[src/rtl/bist_session_launcher.sv]
// ----------------------------------------------------------------------------
// bist_session_launcher
//
// Initiator side of a BIST start/end handshake. A request from test-access
// logic launches a batch of back-to-back BIST sessions. Each session gets a
// one-cycle bist_start pulse, then waits for a rising edge on bist_end. A
// session whose bist_end edge does not arrive within TIMEOUT cycles ends the
// whole batch. The block reports one aggregate verdict per batch.
//
// Parameters
//    CNT_W       width of num_runs and fail_count
//    TMO_W       width of the per-session timeout counter
//    TIMEOUT     WAIT cycles allowed before a session is declared failed
//                (1 .. 2**TMO_W-1)
//    GAP_CYCLES  idle cycles with bist_start low between sessions (>= 1)
//
// Ports
//    clock        in   single clock, rising edge
//    reset        in   asynchronous, active-high
//    req          in   start a batch; only looked at while idle
//    num_runs     in   number of sessions; captured when req is accepted
//    bist_start   out  one-cycle pulse per session to the BIST controller
//    bist_end     in   completion level from the controller (rising edge counts)
//    pass_nfail   in   controller verdict, sampled in the completion cycle
//    busy         out  high from req acceptance until done
//    done         out  one-cycle pulse at batch end
//    all_pass     out  1 = no failed session and no timeout in the last batch
//    fail_count   out  failed sessions in the batch (a timeout counts as one)
//    timeout_err  out  sticky: a session timed out; cleared on the next batch
// ----------------------------------------------------------------------------
module bist_session_launcher #(
   parameter int CNT_W      = 8,
   parameter int TMO_W      = 16,
   parameter int TIMEOUT    = 5000,
   parameter int GAP_CYCLES = 2
) (
   input  logic             clock,
   input  logic             reset,
   input  logic             req,
   input  logic [CNT_W-1:0] num_runs,
   output logic             bist_start,
   input  logic             bist_end,
   input  logic             pass_nfail,
   output logic             busy,
   output logic             done,
   output logic             all_pass,
   output logic [CNT_W-1:0] fail_count,
   output logic             timeout_err
);

   localparam int GAP_W = (GAP_CYCLES > 1) ? $clog2(GAP_CYCLES) : 1;
   localparam logic [TMO_W-1:0] TMO_LAST = TMO_W'(TIMEOUT - 1);
   localparam logic [GAP_W-1:0] GAP_LAST = GAP_W'(GAP_CYCLES - 1);

   typedef enum logic [2:0] {
      IDLE,
      LAUNCH,
      WAIT,
      GAP,
      FINISH
   } state_t;

   state_t           state;
   logic [CNT_W-1:0] runs_left;
   logic [TMO_W-1:0] tmo_cnt;
   logic [GAP_W-1:0] gap_cnt;
   logic             end_q;
   logic             completion;

   // Only a fresh 0->1 transition of bist_end finishes a session, so a level
   // left high by the previous session is never mistaken for completion.
   assign completion = bist_end & ~end_q;

   always_ff @(posedge clock or posedge reset) begin
      if (reset) begin
         state       <= IDLE;
         runs_left   <= '0;
         tmo_cnt     <= '0;
         gap_cnt     <= '0;
         end_q       <= 1'b0;
         bist_start  <= 1'b0;
         busy        <= 1'b0;
         done        <= 1'b0;
         all_pass    <= 1'b1;
         fail_count  <= '0;
         timeout_err <= 1'b0;
      end else begin
         end_q      <= bist_end;
         bist_start <= 1'b0;
         done       <= 1'b0;

         case (state)
            IDLE: begin
               if (req) begin
                  runs_left   <= num_runs;
                  fail_count  <= '0;
                  timeout_err <= 1'b0;
                  busy        <= 1'b1;
                  if (num_runs == '0) begin
                     state <= FINISH;
                  end else begin
                     // bist_start is registered, so it is raised on the
                     // transition into LAUNCH to be high during LAUNCH.
                     state      <= LAUNCH;
                     bist_start <= 1'b1;
                  end
               end
            end

            LAUNCH: begin
               tmo_cnt <= '0;
               state   <= WAIT;
            end

            WAIT: begin
               // Completion is checked first: it wins over a timeout that
               // would expire in the same cycle.
               if (completion) begin
                  if (!pass_nfail) begin
                     fail_count <= fail_count + 1'b1;
                  end
                  runs_left <= runs_left - 1'b1;
                  if (runs_left == CNT_W'(1)) begin
                     state <= FINISH;
                  end else begin
                     gap_cnt <= '0;
                     state   <= GAP;
                  end
               end else if (tmo_cnt == TMO_LAST) begin
                  // The hung session counts as a failure and the rest of the
                  // batch is abandoned.
                  fail_count  <= fail_count + 1'b1;
                  timeout_err <= 1'b1;
                  state       <= FINISH;
               end else begin
                  tmo_cnt <= tmo_cnt + 1'b1;
               end
            end

            GAP: begin
               if (gap_cnt == GAP_LAST) begin
                  state      <= LAUNCH;
                  bist_start <= 1'b1;
               end else begin
                  gap_cnt <= gap_cnt + 1'b1;
               end
            end

            FINISH: begin
               done     <= 1'b1;
               busy     <= 1'b0;
               all_pass <= (fail_count == '0) && !timeout_err;
               state    <= IDLE;
            end

            default: state <= IDLE;
         endcase
      end
   end

endmodule
[config.mk]
export PLATFORM = sky130hd
export DESIGN_NAME = bist_session_launcher
export DESIGN_NICKNAME = d
export VERILOG_FILES = /design/src/rtl/bist_session_launcher.sv
export SDC_FILE = /design/constraint.sdc
export NUM_CORES = 1
export LEC_CHECK = 0
export ABC_AREA = 1
export CAP_MARGIN = 20
export CORE_MARGIN = 2
export CORE_UTILIZATION = 57
export DETAILED_ROUTE_END_ITERATION = 16
export GPL_ROUTABILITY_DRIVEN = 0
export GPL_TIMING_DRIVEN = 0
export PLACE_DENSITY_LB_ADDON = 0.2
export REMOVE_ABC_BUFFERS = 1
export SLEW_MARGIN = 30
export SYNTH_ARGS = -nofsm -noshare
export SYNTH_HDL_FRONTEND = slang
export SYNTH_SLANG_ARGS = --single-unit
[constraint.sdc]
create_clock -name clock -period 1.6 [get_ports clock]
set_input_delay 0.24 -clock clock [delete_from_list [all_inputs] [get_ports clock]]
set_output_delay 0.24 -clock clock [all_outputs]
set_load 0.03 [all_outputs]
======== After elaboration in Yosys (flattened, before gate mapping) ========
Index checks and enable logic that the tools add are counted.
cells by class
  eq/ne operators ......................... 15
  bitwise logic cells ..................... 2
  reductions and logical operators ........ 16
  add/sub/neg operators ................... 4
  mux-type cells .......................... 33
operators with widths
  cell                     number
  $mux W8                  6
  $mux W16                 2
  $pmux W16 S2             1
  $pmux W8 S2              2
  $mux W3                  6
  $add A16 B1 Y16 const B  1
  $eq A16 B13 Y1 const B   1
  $logic_not A8 Y1         2
  $ne A2 B2 Y1 const B     7
  $pmux W3 S4              1
  $reduce_and A3 Y1        4
  $mux W1                  11
  $add A8 B1 Y8 const B    1
  $eq A8 B1 Y1 const B     1
  $pmux W1 S2              4
  $reduce_and A4 Y1        2
  $reduce_bool A2 Y1       4
  $sub A8 B1 Y8 const B    1
  $eq A3 B2 Y1 const B     2
  $ne A3 B3 Y1 const B     2
  $eq A3 B1 Y1 const B     1
  $eq A3 B3 Y1 const B     1
  $logic_not A3 Y1         1
  $reduce_and A2 Y1        1
  5 further kinds          5
word-level totals
  output and inout port bits .............. 13
  input bits .............................. 13
  bits in registers ....................... 42
  word-level logic and storage cells ...... 81

======== Longest topological paths before layout ========
  word-level depth ........................ 4
  depth in mapped cells ................... 9

======== Worst setup path after synthesis ========
No wires, ideal clock.
  kind .................................... reg2reg
  start ................................... reg fail_count[0]
  end ..................................... reg fail_count[4]
  data required time ...................... 1535 ps
  clock period less this slack ............ 1435 ps
  path slack .............................. 165 ps
  library setup time ...................... 65 ps
  arrival time ............................ 1370 ps
  stages on the path, launching flop included .. 9
  cell sequence ........................... dfrtp_1 -> ha_1 -> nand2_1 -> inv_1 -> nand2_1 -> nand2_1 -> nor3b_1 -> nand3_1 -> nand2_1
between the ends
  cells in the longest elaborated chain, start to end .. 4
ends and longest elaborated chain
  what                        line      source
  start, declared             47        output logic [CNT_W-1:0] fail_count,
  start signal, assigned      120       fail_count <= fail_count + 1'b1;
  start signal, assigned      132       fail_count <= fail_count + 1'b1;
  $add A8 B1 Y8 *             120, 132
  $mux W8 (on tied branches)  129, 119
  $mux W8 *                   118       if (completion) begin
  $pmux W8 S2 *               92        case (state)
Every way passes the cells marked *; elsewhere a longest branch is shown, timed or not. The select of a mux whose other input is x is not followed.
A chain may end at the register's enable or synchronous reset.

======== Worst setup path in the final report ========
  start ................................... reg state[2]
  end ..................................... reg state[0]
between the ends
  cells in the longest elaborated chain, start to end .. 3
ends and longest elaborated chain
  what                                                           line  source
  start, declared                                                63    state_t state;
  start signal, assigned                                         76    state <= IDLE;
  start signal, assigned                                         100   state <= FINISH;
  start signal, assigned                                         104   state <= LAUNCH;
  $eq A3 B2 Y1 / $logic_not A3 Y1 (equally long branches)        92
  $ne A3 B3 Y1 (no line) / $ne A2 B2 Y1 (equally long branches)  --
  $reduce_and A3 Y1 (no line)                                    --
Parallel ways exist; a longest one is shown, timed or not.

==> summary.md <==
| Metric | Value |
|---|---|
| RR Endpoint | `state[0]$_DFFE_PP0P_` |
| Startpoint type of the worst setup path | `flip-flop` |
| Req. time, crit path | `roughly 1.8 ns` |
| Crit Path Category | `flip-flop to flip-flop` |
| CP Cell Sequence | `inv_2 -> nand2_4 -> nor2_4 -> buf_4 -> nand3_2 -> nand2_1 -> a21oi_1` |
| Vias per inst | `approximately 5.7` |
| Die X | `approximately 73 um` |
| Placed cell count | `between 400 and 500` |
| Leading area contributor after synthesis | `dfrtp_1` |
| Vias in the first global route | `around 2400` |
| CP endpoint kind | `flip-flop` |
| Max_cap viols | `0` |
| Final hold slack | `between 0.3 and 0.4 ns` |
| Mapped Cells | `a little under 400` |
| CP Buf/Inv Count | `2` |
| I/O Buffers | `25` |
| Post-synth top cells | `119 x nand2_1, 47 x nor2_1, 45 x inv_1` |
| Worst-Skew Late Latency | `0.30 ns` |
| Layout cells sized above 1 | `0.164` |
| Worst Tran Pin Value | `roughly 0.60 ns` |
| Initial antenna violation count | `0` |
| RR Startpoint | `state[2]$_DFFE_PP0P_` |
| Levels on crit path | `7` |
| Clock Sinks | `between 40 and 50` |
| Std cell rows | `25` |
| GRT Resource Usage Total | `0.273` |
| Ys flop type | `dfrtp_1` |
| Iter 0 DRT Violations | `about 320` |
| DR pass1 iterations | `6` |
| Critical path's top delay family | `simple AND/OR/NAND/NOR gates` |
| Initial Utilization | `0.584` |
| CTS tree | `yes` |
| Pwr dens | `~1600 nW/um^2` |
| Leak pwr | `1.66 nW` |
| FFs w/ async S/R, synth | `1.00` |
| Yosys top cell area share | `0.374` |
| CTS Hold Bufs | `0` |
| Status | `completed` |
| Final instance area | `between 3000 and 4000 um^2` |
| HP Class | `primary input to async pin` |
| RSZ-0062 raised after global routing | `yes` |
| Final Power | `around 5.5 mW` |
| Syn avg cell area | `roughly 6.9 um^2` |
| CTS root buffer | `clkbuf_8` |
| First-pass GRT wire length | `roughly 11000 um` |
| Core Area | `approximately 4700 um^2` |
| Number of diodes | `0` |
| Final setup violation count | `0` |
| Largest fanout on the critical path | `8` |
| Post-DP HPWL | `roughly 4300 um` |
| Reg clk slew, reported paths | `about 0.090 ns` |
| Crit. Startpoint | `state[2]$_DFFE_PP0P_` |
| WP data arrival | `approximately 1.8 ns` |
| Overflow after GRT | `0` |
| Number of fillers in the final layout | `around 360` |
| Area delta synth->final | `27.6%` |
| Count leader, synth | `nand2_1` |
| Synth warnings | `0` |
| Max IR drop VDD | `0.837 mV` |
| Clock skew | `0.00890 ns` |
| Final ANT Viol Nets | `0` |
| Distinct cells, synth | `33` |
| Maximum clock path buffer count | `2` |
| Peak Freq | `approximately 0.64 GHz` |
| Post-synth EDFFs | `0` |
| TritonCTS Buffers | `5` |
| Post-Place Cell Area | `3040 um^2` |
| Max Slew Vio Count | `0` |
| Post-synth design cell area | `roughly 2700 um^2` |
| Final period utilization | `0.982` |
| Tmin final | `around 1.6 ns` |
| # DRC | `0` |
| Seq/Total Area, Yosys | `0.384` |
| Largest net degree at the start of global routing | `27` |
| Die area | `around 5400 um^2` |
| Worst Setup EP | `state[0]$_DFFE_PP0P_` |
| Flop2flop setup slack | `between 0.02 and 0.03 ns` |
| Drt total wl | `~7600 um` |
| Drt wl/cell | `15.1 um` |
| Non-Filler Instances | `500` |
| IO Pins | `26` |
| Die Ht | `roughly 73 um` |
| H-tree depth | `2` |
| FF+latch count, synth | `42` |
| Area contributors post-synth | `dfrtp_1 37%, nand2_1 16%, nand3_1 7.7%, nor2_1 6.4%, inv_1 6.2%` |
| Worst path slowest cell | `dfrtp_1` |
| FF-to-FF path depth | `7` |
| Crit path largest cell delay | `~0.43 ns` |
| Rel. slew slack | `0.599` |
| Via count | `2872` |
| Final setup TNS | `0 ns` |
| Number of nets in the layout | `between 400 and 500` |
| Hold Vio Cnt, Final | `0` |
logic make-up after synthesis:
family | Yosys count | share of synthesized area
fa+ha+maj | 5 | 0.0228
buf+inv | 56 | 0.0849
xor+xnor | 7 | 0.0224
flops | 42 | 0.384
simple gates | 241 | 0.393
compound gates | 44 | 0.0931
registers in the layout (all words and copies together) (netlist names):
| register | cells |
|---|---|
| runs_left | 8 |
| fail_count | 8 |
| bist_start | 1 |
| all_pass | 1 |
| end_q | 1 |
| state | 3 |
| tmo_cnt | 16 |
| busy | 1 |
| done | 1 |
| gap_cnt | 1 |
| timeout_err | 1 |
where the power goes:
| part | internal (mW) | leakage (nW) | total (mW) | switching, mW |
|---|---|---|---|---|
| clock | 0.307 | 0.0441 | 0.709 | 0.402 |
| sequential | 1.33 | 0.545 | 1.59 | 0.258 |
| combinational | 1.19 | 1.07 | 3.20 | 2.00 |
layout make-up:
cell class / instances / area (um^2) / area share
Clock inverter: 3 / 21.3 / 0.00608
Clock buffer: 5 / 68.8 / 0.0197
Multi-Input combinational cell: 301 / 1630 / 0.466
Tap cell: 54 / 67.6 / 0.0193
Sequential cell: 42 / 1060 / 0.303
Timing Repair Buffer: 46 / 468 / 0.134
Inverter: 49 / 184 / 0.0526
layer usage:
metal | wire, um | global-route usage | vias to the layer above
met2 | 3570 | 0.436 | 133
met1 | 3190 | 0.375 | 1326
met4 | 263 | 0.0909 | 0
li1 | - | - | 1374
met5 | 0 | 0 | -
met3 | 528 | 0.0494 | 39
placed cells by master, fill, tap and decap left out, drive strengths merged, types with 7 or more instances in the layout:
cell | netlist | layout
nor2 | 53 | 54
buf | 6 | 21
nand2 | 123 | 124
a21oi | 9 | 9
nor3 | 7 | 7
o21ai | 28 | 28
nand3 | 44 | 46
inv | 49 | 49
clkdlybuf4s50 | 0 | 14
nand4 | 10 | 10
dfrtp | 41 | 41
dlygate4sd2 | 0 | 10
metrics by stage:
step	setup WS [ns]	utilization
4_1_cts	0.00713	0.698
2_1_floorplan	-0.0349	-
6_report	0.0290	0.746
3_3_place_gp	-0.543	0.642
5_1_grt	-0.0719	0.746
3_5_place_dp	-0.439	0.647
worst register-to-register path: cells and delay by family, from the launching register on:
| kind | cells | cell delay (ns) |
|---|---|---|
| AND/OR/NAND/NOR | 4 | 0.65 |
| flip-flops | 1 | 0.43 |
| buffers and inverters | 2 | 0.31 |
| AO/OA/AOI/OAI | 1 | 0.06 |
worst min-delay path by stage:
stage	startpoint	endpoint	slack [ns]	cells after the start
2_1_floorplan	bist_end	end_q$_DFF_PP0_	0.27	0
3_3_place_gp	all_pass$_DFFE_PP1P_	all_pass$_DFFE_PP1P_	0.48	2
3_5_place_dp	all_pass$_DFFE_PP1P_	all_pass$_DFFE_PP1P_	0.48	2
4_1_cts	reset	tmo_cnt[4]$_DFFE_PP0P_	0.33	2
5_1_grt	reset	tmo_cnt[7]$_DFFE_PP0P_	0.37	2
6_report	reset	tmo_cnt[4]$_DFFE_PP0P_	0.32	2
repair_timing:
| action | 4_1_cts | 5_1_grt |
|---|---|---|
| setup endpoints to repair | 47 | 36 |
| resized for setup | 24 | 24 |
| hold endpoints to repair | 0 | 0 |
| gates cloned | 4 | 0 |
| pin swaps | 4 | 7 |
| setup buffers | 7 | 13 |
No activity file was read; power rests on OpenSTA's default activity.
